## config.mk

```make
export PLATFORM = sky130hd
export DESIGN_NAME = wf68k30l_dr_writeback
export DESIGN_NICKNAME = d
export VERILOG_FILES = /design/src/rtl/wf68k30l_dr_writeback.sv
export SDC_FILE = /design/constraint.sdc
export NUM_CORES = 1
export LEC_CHECK = 0
export ABC_CLOCK_PERIOD_IN_PS = 9600
export CORE_UTILIZATION = 34
export CTS_CLUSTER_SIZE = 25
export DETAILED_ROUTE_END_ITERATION = 12
export PLACE_DENSITY = 0.63
export SLEW_MARGIN = 5
export SYNTH_ARGS = -nofsm -noshare
export SYNTH_HDL_FRONTEND = slang
export SYNTH_SLANG_ARGS = --single-unit
```

## constraint.sdc

```tcl
create_clock -name CLK -period 9.6 [get_ports CLK]
set_input_delay 1.44 -clock CLK [delete_from_list [all_inputs] [get_ports CLK]]
set_output_delay 1.44 -clock CLK [all_outputs]
set_load 0.005 [all_outputs]
```

## src/rtl/wf68k30l_dr_writeback.sv

```systemverilog
// Data-register writeback sequencer: queues execution results and replays each into the register
// file as MARK -> WRITE -> UNMARK. Define WF68K30L_DRWB_SCAN_EN for full-depth queueing and PEND_HIT.
`timescale 1ns/1ps
module wf68k30l_dr_writeback #(
  parameter int DEPTH = 4
) (
  input  logic                     CLK,
  input  logic                     RESET,
  input  logic                     FLUSH,
  input  logic                     RES_VALID,
  output logic                     RES_READY,
  input  logic [2:0]               RES_REG1,
  input  logic [2:0]               RES_REG2,
  input  logic                     RES_PAIR,
  input  logic [1:0]               RES_SIZE,
  input  logic [31:0]              RES_DATA1,
  input  logic [31:0]              RES_DATA2,
  output logic [2:0]               DR_SEL_WR_1,
  output logic [2:0]               DR_SEL_WR_2,
  output logic                     DR_MARK_USED,
  output logic                     USE_DPAIR,
  output logic                     DR_WR_1,
  output logic                     DR_WR_2,
  output logic [31:0]              DR_IN_1,
  output logic [31:0]              DR_IN_2,
  output logic [1:0]               OP_SIZE,
  output logic                     UNMARK,
  input  logic [2:0]               RD_SEL_1,
  input  logic [2:0]               RD_SEL_2,
  output logic                     PEND_HIT,
  output logic [$clog2(DEPTH):0]   COUNT,
  output logic                     BUSY
);

  localparam int PW = $clog2(DEPTH);
  localparam int CW = PW + 1;

  typedef enum logic [1:0] {SZ_LONG = 2'b00, SZ_WORD = 2'b01, SZ_BYTE = 2'b10} size_e;
  typedef enum logic [1:0] {ST_IDLE, ST_MARK, ST_WRITE, ST_UNMARK} state_e;

  typedef struct packed {
    logic [2:0]  reg1;
    logic [2:0]  reg2;
    logic        pair;
    logic [1:0]  size;
    logic [31:0] data1;
    logic [31:0] data2;
  } entry_t;

  entry_t        mem_q [DEPTH];
  logic [PW-1:0] rd_q, rd_d, wr_q, wr_d;
  logic [CW-1:0] count_q, count_d;
  state_e        state_q, state_d;
  entry_t        head;
  logic          push;
  logic          size_ok;

  assign head = mem_q[rd_q];

`ifdef WF68K30L_DRWB_SCAN_EN
  assign RES_READY = !RESET && !FLUSH && (count_q < CW'(DEPTH));
`else
  assign RES_READY = !RESET && !FLUSH && (count_q == '0) && (state_q == ST_IDLE);
`endif

  assign push = RES_VALID && RES_READY;

  // COUNT includes the head until its UNMARK; a flush drops it from COUNT but lets UNMARK
  // finish, so wr is parked one past the head and the UNMARK pop lands rd on it.
  always_comb begin
    state_d = state_q;
    rd_d    = rd_q;
    wr_d    = push ? wr_q + 1'b1 : wr_q;
    count_d = count_q;
    unique case (state_q)
      ST_IDLE: begin
        if (FLUSH) begin
          count_d = '0;
          wr_d    = rd_q;
        end else begin
          count_d = count_q + CW'(push);
          if (count_q != '0) state_d = ST_MARK;
        end
      end
      ST_MARK, ST_WRITE: begin
        if (FLUSH) begin
          count_d = '0;
          wr_d    = rd_q + 1'b1;
          state_d = ST_UNMARK;
        end else begin
          count_d = count_q + CW'(push);
          state_d = (state_q == ST_MARK) ? ST_WRITE : ST_UNMARK;
        end
      end
      ST_UNMARK: begin
        rd_d = rd_q + 1'b1;
        if (FLUSH) begin
          count_d = '0;
          wr_d    = rd_q + 1'b1;
          state_d = ST_IDLE;
        end else begin
          count_d = count_q + CW'(push) - CW'(count_q != '0);
          state_d = (count_q > CW'(1)) ? ST_MARK : ST_IDLE;
        end
      end
      default: state_d = ST_IDLE;
    endcase
  end

  always_ff @(posedge CLK) begin
    if (RESET) begin
      state_q <= ST_IDLE;
      rd_q    <= '0;
      wr_q    <= '0;
      count_q <= '0;
    end else begin
      state_q <= state_d;
      rd_q    <= rd_d;
      wr_q    <= wr_d;
      count_q <= count_d;
      if (push) begin
        mem_q[wr_q] <= '{reg1: RES_REG1, reg2: RES_REG2, pair: RES_PAIR, size: RES_SIZE,
                         data1: RES_DATA1, data2: RES_DATA2};
      end
    end
  end

  assign size_ok = head.size inside {SZ_LONG, SZ_WORD, SZ_BYTE};

  always_comb begin
    DR_SEL_WR_1  = '0;
    DR_SEL_WR_2  = '0;
    DR_IN_1      = '0;
    DR_IN_2      = '0;
    OP_SIZE      = '0;
    if (state_q != ST_IDLE) begin
      DR_SEL_WR_1 = head.reg1;
      DR_SEL_WR_2 = head.reg2;
      DR_IN_1     = head.data1;
      DR_IN_2     = head.data2;
      OP_SIZE     = head.size;
    end
    DR_MARK_USED = (state_q == ST_MARK);
    USE_DPAIR    = (state_q == ST_MARK) && head.pair;
    // a pair aimed at one register keeps only DATA2
    DR_WR_1      = (state_q == ST_WRITE) && size_ok && !(head.pair && head.reg1 == head.reg2);
    DR_WR_2      = (state_q == ST_WRITE) && size_ok && head.pair;
    UNMARK       = (state_q == ST_UNMARK);
  end

`ifdef WF68K30L_DRWB_SCAN_EN
  // in IDLE the head has not been marked yet, so it is still a pending entry
  always_comb begin
    PEND_HIT = 1'b0;
    for (int unsigned i = 0; i < DEPTH; i++) begin
      entry_t e;
      logic   queued;
      e      = mem_q[rd_q + PW'(i)];
      queued = (32'(count_q) > i) && ((state_q == ST_IDLE) || (i != 0));
      if (queued && ((e.reg1 == RD_SEL_1) || (e.reg1 == RD_SEL_2) ||
                     (e.pair && ((e.reg2 == RD_SEL_1) || (e.reg2 == RD_SEL_2))))) begin
        PEND_HIT = 1'b1;
      end
    end
  end
`else
  logic unused_rd_sel;
  assign unused_rd_sel = ^{RD_SEL_1, RD_SEL_2};
  assign PEND_HIT      = 1'b0;
`endif

  assign COUNT = count_q;
  assign BUSY  = (count_q != '0) || (state_q != ST_IDLE);

endmodule
```

Word level (Yosys, flattened, before mapping)

Memory sizes are Yosys's and may differ from the RTL's. A register that Yosys moved wholly into a read port is not among the register bits.
Cells that the tools add are included.

Bits in registers: 9
Bits in writable memories: 292
Output and inout port bits: 83
Memories kept: 1

Add/sub/neg operators: 4
Order comparisons: 1
Equality and inequality tests: 8
Muxes and demuxes: 24
Reductions and logical operators: 23

Memories:

| memory | words | bits a word | read ports | clocked after memory_dff | wr ports | line | RTL |
|---|---|---|---|---|---|---|---|
| mem_q  | 4     | 73          | 1          | 1                        | 1        | 50   | `entry_t mem_q [DEPTH];` |

Operators with widths:

| operator                                               | number |
|---|---|
| 2-to-1 mux 32 bit                                      | 2 |
| 2-to-1 mux 2 bit                                       | 8 |
| 2-to-1 mux 3 bit                                       | 4 |
| logical AND 1 bit                                      | 9 |
| 2-to-1 mux 1 bit                                       | 7 |
| == test 2 bit (second input constant)                  | 3 |
| case mux 2 bit (3 select lines)                        | 1 |
| case mux 3 bit (2 select lines)                        | 1 |
| nonzero test 3 bit                                     | 2 |
| OR reduction 3 bit                                     | 2 |
| adder 2 x 1 -> 2 bit (second input constant)           | 2 |
| == test 2 x 1 -> 1 bit (second input constant)         | 2 |
| logical NOT 2 bit                                      | 2 |
| case mux 2 bit (2 select lines)                        | 1 |
| adder 3 x 1 -> 3 bit                                   | 1 |
| == test 3 bit                                          | 1 |
| > comparator 3 x 1 -> 1 bit (second input constant)    | 1 |
| logical NOT 1 bit                                      | 3 |
| logical NOT 3 bit                                      | 1 |
| subtractor 3 x 1 -> 3 bit                              | 1 |
| inequality test 2 x 1 -> 1 bit (second input constant) | 1 |
| inequality test 2 bit (second input constant)          | 1 |
| AND reduction 2 bit                                    | 1 |
| nonzero test 2 bit                                     | 1 |
| 2 further kinds                                        | 2 |

Longest topological paths before layout

Gate-level depths: netlist (run 1).

Depth in word-level cells: 9
Mapped depth: 11
Mapped depth without buffers: 10

Least setup slack after synthesis (run 1)

Ideal clock, no wire load.

Kind: in2reg
Start point: in FLUSH
End point: mem mem_q[0][0] in the netlist's numbering (enable)
Library setup time: 0.439 ns
Data arrival time: 3.755 ns
Slack: 5.406 ns
Stages: 5
Path buffers: 2
Path through: clkbuf_1 > nor2_1 > and4_1 > buf_4 > and2_1

Word-level cells in the longest chain between the ends: 8

Ends and longest elaborated chain:

| item                                   | line | RTL |
|---|---|---|
| start: declaration                     | 9    | `input logic FLUSH,` |
| logical NOT 1 bit                      | 63   | `assign RES_READY = !RESET && !FLUSH && (count_q == '0) && (state_q == ST_IDLE);` |
| logical AND 1 bit (3 in a row)         | 63   |  |
| logical AND 1 bit                      | 66   | `assign push = RES_VALID && RES_READY;` |
| 2-to-1 mux 1 bit                       | 121  | `if (push) begin` |
| 2-to-1 mux 1 bit                       | 111  | `if (RESET) begin` |
| 2-to-1 mux 1 bit (implied by the code) | 122  | `mem_q[wr_q] <= '{reg1: RES_REG1, reg2: RES_REG2, pair: RES_PAIR, size: RES_SIZE,` |
| end: declaration                       | 50   |  |

Every way passes these cells.

==> summary.md, run 1 <==
| Metric | Value |
|---|---|
| Hold-fix buffers, CTS | `0` |
| Dpl cells | `1131` |
| Minimum clock period | `5.18 ns` |
| Later-pin clock latency in the skew report | `0.51 ns` |
| Clock slew seen by the registers of the worst setup and hold paths | `0.06 ns` |
| Clock root cell | `clkbuf_16` |
| Outcome | `complete, no violations` |
| Gr usage total | `13.7%` |
| Via count | `5691` |
| Final Cycle Share | `53.9%` |
| Worst Path Arrival | `3.74 ns` |
| Mapped Area | `11700 um^2` |
| CORE AREA | `33800 um^2` |
| Critical setup path kind | `reg2out` |
| Detailed Route WL | `23600 um` |
| Crit path launch type | `register` |
| Cts bufs inserted | `35` |
| Most common cell in the synthesized netlist | `edfxtp_1` |
| Peak fanout along the critical path | `45` |
| Placed Area | `13800 um^2` |
| Leak | `4.58 nW` |
| Pwr Density | `208 nW/um^2` |
| Clk sinks | `303` |
| RD Place Congestion | `0.664` |
| Largest net degree at the start of global routing | `59` |
| Final Hold Viols | `0` |
| Number of flops mapped to enable cells by yosys | `292` |
| Vias in the first global route | `6193` |
| Stages on worst setup path | `6` |
| Top cells by count, synth | `edfxtp_1, mux4_2, nor2b_1` |
| Ys async rst share | `0%` |
| Synth warn | `0` |
| Sequential area share after synthesis | `76.5%` |
| R2R depth | `5` |
| Crit-path cells | `buf_4 > mux4_2 > nand2_1 > nand2_1 > a41oi_1 > clkdlybuf4s50_1` |
| H-tree depth | `2` |
| Worst Setup End Kind | `primary output` |
| Data required, critical path | `8.16 ns` |
| Setup Skew | `0.0272 ns` |
| Ratio of cells with drive above 1 in the final layout | `18.1%` |
| Worst IR drop on VDD | `0.165 mV` |
| Die Width | `188 um` |
| Wire per inst | `19.8 um` |
| Cell mode on critical path | `nand2_1` |
| Worst Tran Pin Value | `0.977 ns` |
| DR DRC count | `0` |
| Final instance area | `14900 um^2` |
| Mapped Cells | `547` |
| Die ar. | `35300 um^2` |
| Synth area leaders | `edfxtp_1, mux4_2, nor2b_1` |
| Unrepaired setup endpoints after global routing | `no` |
| Post-CTS setup buffers | `0` |
| Post-synth top flop | `edfxtp_1` |
| Iteration-0 DRC Markers | `339` |
| Max Cap Violations | `0` |
| Global route overflow | `0` |
| # IOs | `166` |
| Max-slew headroom | `34.9%` |
| Final Max Tran Viols | `0` |
| Nets | `815` |
| Post-synth top area cell | `edfxtp_1` |
| Die H | `188 um` |
| ANT nets after route | `0` |
| Fmax | `193 MHz` |
| Final setup viols | `0` |
| DRT Pass-1 Iters | `6` |
| Port bufs | `158` |
| Crit-path slowest cell | `buf_4` |
| Hold path depth | `2` |
| Antenna diodes | `0` |
| Netlist cell types | `30` |
| Max clock buf depth | `3` |
| Syn avg cell area | `21.5 um^2` |
| Initial antenna violation count | `1` |
| Setup TNS | `0 ns` |
| Worst hold margin | `0.558 ns` |
| Vias per std cell | `4.77` |
| Post-Layout Cell Count | `1193` |
| CTS tree | `yes` |
| Seq cells post-synth | `303` |
| CP delay by family, top | `buffers and inverters` |
| Crit path largest cell delay | `0.83 ns` |
| Critical path buffers and inverters | `2` |
| Pwr Total | `3.09 mW` |
| Post_cts resized | `0` |
| Synth-to-layout area growth | `26.5%` |
| Starting density of the core | `34.8%` |
| First-pass GRT wire length | `36600 um` |
| Share of the synthesized area in the top cell type | `74.6%` |
| Worst Hold Class | `reg2reg` |
| Syn Nets | `642` |
| Rows | `67` |
[cell usage in the layout, fill, tap and decap left out, types with 2 or more instances in the layout]
cell type          n
xnor2_1            8
buf_4              7
ha_1              11
o21ai_0            4
dfxtp_4            2
nand2b_1           2
and2_4             4
nor2b_1           72
dfxtp_1            9
clkinv_2           7
mux4_2            73
clkinv_1           2
clkdlybuf4s50_1  158
edfxtp_1         292
mux2i_1            2
inv_1              8
clkbuf_16         36
a2111oi_0          2
clkbuf_1          13
nand2_1            7
nor2_1             8
and3_1             2
[power breakdown]
part           switching [mW]  internal (mW)
combinational           0.167          0.197
sequential            0.00880           1.48
clock                   0.510          0.722
[metrics by stage]
stage	util, %	setup slack (ns)
after detailed placement	40.9	4.74
after floorplan	-	5.41
final	44.0	4.42
after global routing	44.0	4.02
after CTS	44.0	4.19
after global placement	40.9	4.72
[metal layers]
| metal | global-route usage [%] | routed length, um | vias to the layer above |
|---|---|---|---|
| li1 | - | - | 2542 |
| met1 | 17.6 | 10400 | 2953 |
| met3 | 3.33 | 1270 | 42 |
| met4 | 4.00 | 545 | 2 |
| met5 | 0 | 13 | - |
| met2 | 23.0 | 11400 | 152 |
[sequential cells by signal, summed over array words and instances, names as in the netlist, named ones only]
signal and cells:
mem_q 292, COUNT 3, rd_q 2, wr_q 2, state_q 2
[path summary, 6_finish.rpt]
| check | from | endpoint | slack, ns |
|---|---|---|---|
| setup / recovery | register | DR_WR_1 | 4.42 |
| hold / removal | state_q[0]$_SDFFE_PP0P_ | state_q[0]$_SDFFE_PP0P_ | 0.56 |
| setup reg to reg | state_q[0]$_SDFFE_PP0P_ | mem_q[0][50]$_DFFE_PP_ | 6.51 |
| hold reg to reg | state_q[0]$_SDFFE_PP0P_ | state_q[0]$_SDFFE_PP0P_ | 0.56 |
[final cells by class]
class                           instances  area (um^2)
Clock buffer                           49          950
Clock inverter                         13          109
Fill cell                            2961        18900
Inverter                                8         30.0
Multi-Input combinational cell        207         2580
Sequential cell                       303         9000
Tap cell                              448          561
Timing Repair Buffer                  165         1630
[logic make-up after synthesis]
logic type,count (synthesis),synth area share [%]
flops,303,76.5
simple gates,99,4.99
compound gates,11,0.628
xor+xnor,9,0.671
fa+ha+maj,12,1.28
mux,75,14.2
other cells,1,0.0319
buf+inv,37,1.73
[tightest hold or removal path, stage by stage, from the launching register on]
cell,delay [ns]
dfxtp_1,0.35
o22ai_1,0.12
nor2_1,0.05
No activity file was read; power rests on OpenSTA's default activity.
==> inputs of run 2 (changes only) <==
--- a/config.mk
+++ b/config.mk
@@ -5,7 +5,7 @@
 export SDC_FILE = /design/constraint.sdc
 export NUM_CORES = 1
 export LEC_CHECK = 0
-export ABC_CLOCK_PERIOD_IN_PS = 9600
+export ABC_CLOCK_PERIOD_IN_PS = 5100
 export CORE_UTILIZATION = 34
 export CTS_CLUSTER_SIZE = 25
 export DETAILED_ROUTE_END_ITERATION = 12
==> constraint.sdc (replaced) <==
create_clock -name CLK -period 5.1 [get_ports CLK]
set_input_delay 0.765 -clock CLK [delete_from_list [all_inputs] [get_ports CLK]]
set_output_delay 0.765 -clock CLK [all_outputs]
set_load 0.005 [all_outputs]
==> summary.md, run 2 (synthesis results as in run 1) <==
| Metric | Value |
|---|---|
| Outcome | `complete, no violations` |
| Antenna diodes | `0 (unchanged)` |
| Worst Setup End Kind | `primary output` |
| Reg2reg start | `state_q[0]$_SDFFE_PP0P_` |
| CP delay by family, top | `flip-flops` |
| Port bufs | `158 (unchanged)` |
| Ratio of cells with drive above 1 in the final layout | `19.0% (+0.91 points)` |
| Placed Area | `13900 um^2 (+0.47%)` |
| Peak fanout along the critical path | `38 (-16%)` |
| Iteration-0 DRC Markers | `279 (-18%)` |
| Later-pin clock latency in the skew report | `0.50 ns (about the same)` |
| Pwr Density | `391 nW/um^2 (+88%)` |
| Crit-path slowest cell | `dfxtp_4` |
| ANT nets after route | `0 (unchanged)` |
| Minimum clock period | `3.78 ns` |
| CORE AREA | `33800 um^2 (unchanged)` |
| R2R depth | `5 (unchanged)` |
| Worst Tran Pin Value | `0.902 ns (-0.0749 ns)` |
| Data required, critical path | `4.34 ns (-3.82 ns)` |
| Critical setup path kind | `reg2out` |
| # IOs | `166 (unchanged)` |
| Critical R2R Capture | `mem_q[2][0]$_DFFE_PP_` |
| First-pass GRT wire length | `35200 um (-3.9%)` |
| Final instance area | `15000 um^2 (+0.72%)` |
| HP Start | `state_q[0]$_SDFFE_PP0P_` |
| Starting density of the core | `34.8% (unchanged)` |
| Number of flip-flops in the largest register | `292 (unchanged)` |
| Die ar. | `35300 um^2 (unchanged)` |
| Worst IR drop on VDD | `0.299 mV (+81%)` |
| Crit path launch type | `register` |
| Fmax | `265 MHz` |
| Cts bufs inserted | `35 (unchanged)` |
| Sequential cell area | `9000 um^2 (unchanged)` |
| Clock slew seen by the registers of the worst setup and hold paths | `0.06 ns (about the same)` |
| Synth-to-layout area growth | `27.4%` |
| Unrepaired setup endpoints after global routing | `no` |
| Critical path buffers and inverters | `1 (-1)` |
| H-tree depth | `2 (unchanged)` |
| Gr usage total | `13.2% (-0.48 points)` |
| Min-Delay Endpoint | `state_q[0]$_SDFFE_PP0P_` |
| DRT Pass-1 Iters | `4 (-2)` |
| Detailed Route WL | `23000 um (-2.9%)` |
| Leak | `4.61 nW (+0.77%)` |
| CTS tree | `yes` |
| Setup TNS | `0 ns (unchanged)` |
| Die Width | `188 um (unchanged)` |
| Via count | `5605 (-1.5%)` |
| Dpl cells | `1133 (+0.18%)` |
| Max Cap Violations | `0 (unchanged)` |
| Nets | `817 (+0.25%)` |
| Hold-fix buffers, CTS | `0 (unchanged)` |
| Setup Skew | `0.0110 ns (-0.0162 ns)` |
| Post-CTS setup buffers | `0 (unchanged)` |
| Largest net degree at the start of global routing | `74 (+25%)` |
| Wire per inst | `19.2 um (-3.0%)` |
| Reg2Reg Setup Slack | `2.27 ns (-4.24 ns)` |
| DR DRC count | `0 (unchanged)` |
| Initial antenna violation count | `0 (-1)` |
| Vias per std cell | `4.69 (-1.6%)` |
| Clk sinks | `303 (unchanged)` |
| Stages on worst setup path | `4 (-2)` |
| Worst Path Arrival | `3.02 ns (-0.72 ns)` |
| Multi-input gate area | `2580 um^2 (unchanged)` |
| Largest Register | `mem_q` |
| RD Place Congestion | `0.653 (-1.7%)` |
| Filler instances | `2911 (-1.7%)` |
| Final Hold Viols | `0 (unchanged)` |
| Max clock buf depth | `3 (unchanged)` |
| DP Wirelength | `13000 um` |
| Vias in the first global route | `6045 (-2.4%)` |
| Post_cts resized | `0 (unchanged)` |
| Final Max Tran Viols | `0 (unchanged)` |
| Post-Layout Cell Count | `1194 (+0.084%)` |
| Final Cycle Share | `74.1%` |
| Crit-path cells | `mux4_2 > xnor2_1 > a41oi_1 > clkdlybuf4s50_1` |
| Worst Hold Class | `reg2reg` |
| Crit path largest cell delay | `0.90 ns (+0.07 ns)` |
| Max-slew headroom | `39.9% (+5.0 points)` |
| Commonest non-fill, non-tap cell in the layout | `edfxtp_1` |
| Clock root cell | `clkbuf_16` |
| Die H | `188 um (unchanged)` |
| Pwr Total | `5.85 mW (+90%)` |
| Hold path depth | `2 (unchanged)` |
| Global route overflow | `0 (unchanged)` |
| Final setup viols | `0 (unchanged)` |
| Most frequent cells in the layout | `edfxtp_1, clkdlybuf4s50_1, mux4_2` |
| Rows | `67 (unchanged)` |
==> run 2: changes by cell type in the layout (fill, tap and decap cells not counted) <==
cell        delta
buf_12         +4
buf_4          -2
bufinv_16      +1
clkbuf_1       -9
clkinv_1       +3
clkinv_2       -1
clkinv_4       +1
clkinvlp_4     +3
inv_6          +1
==> run 2: worst max path at each step <==
stage | from | endpoint
after global routing | register | DR_WR_1
final | register | DR_WR_1
after CTS | register | DR_WR_1
after floorplan | FLUSH | mem_q[0][0]$_DFFE_PP_
after global placement | RESET | mem_q[2][2]$_DFFE_PP_
after detailed placement | RESET | mem_q[2][2]$_DFFE_PP_
==> run 2: per-stage QoR <==
step | worst slack, ns | hold WS [ns] | util [%]
finish | 1.32 | 0.552 | 44.3
global route | 1.07 | 0.606 | 44.3
CTS | 1.15 | 0.555 | 44.3
detailed placement | 1.64 | 0.547 | 41.0
global placement | 1.63 | 0.544 | 41.0
floorplan | 1.58 | 0.510 | -
==> run 2: layout make-up <==
| class | instances | share of cell area (%) |
|---|---|---|
| sequential | 303 | 60.1 |
| multi-input combinational | 207 | 17.2 |
| timing repair buffer | 167 | 11.4 |
| clock buffer | 40 | 6.12 |
| tap | 448 | 3.75 |
| clock inverter | 21 | 1.24 |
| inverter | 8 | 0.201 |
==> run 2: where the power goes <==
group | leakage, nW | internal, mW | total (mW) | switching [mW]
Clock | 0.534 | 1.40 | 2.36 | 0.963
Combinational | 1.35 | 0.374 | 0.682 | 0.309
Sequential | 2.73 | 2.79 | 2.81 | 0.0169
Total | 4.61 | 4.56 | 5.85 | 1.29
==> run 2: routing by layer <==
layer  track usage [%]  up-vias  wire (um)  part of all wire (%)
met5                 0        -          0                     0
li1                  -     2550          -                     -
met1              16.9     2879       9850                    43
met4              3.63        0        429                   1.9
met2              22.1      141      11300                    49
met3              3.78       35       1410                   6.1
==> run 2: worst min-delay path: stages (launching register included) <==
cell	delay, ns
dfxtp_1	0.34
o22ai_1	0.12
nor2_1	0.05
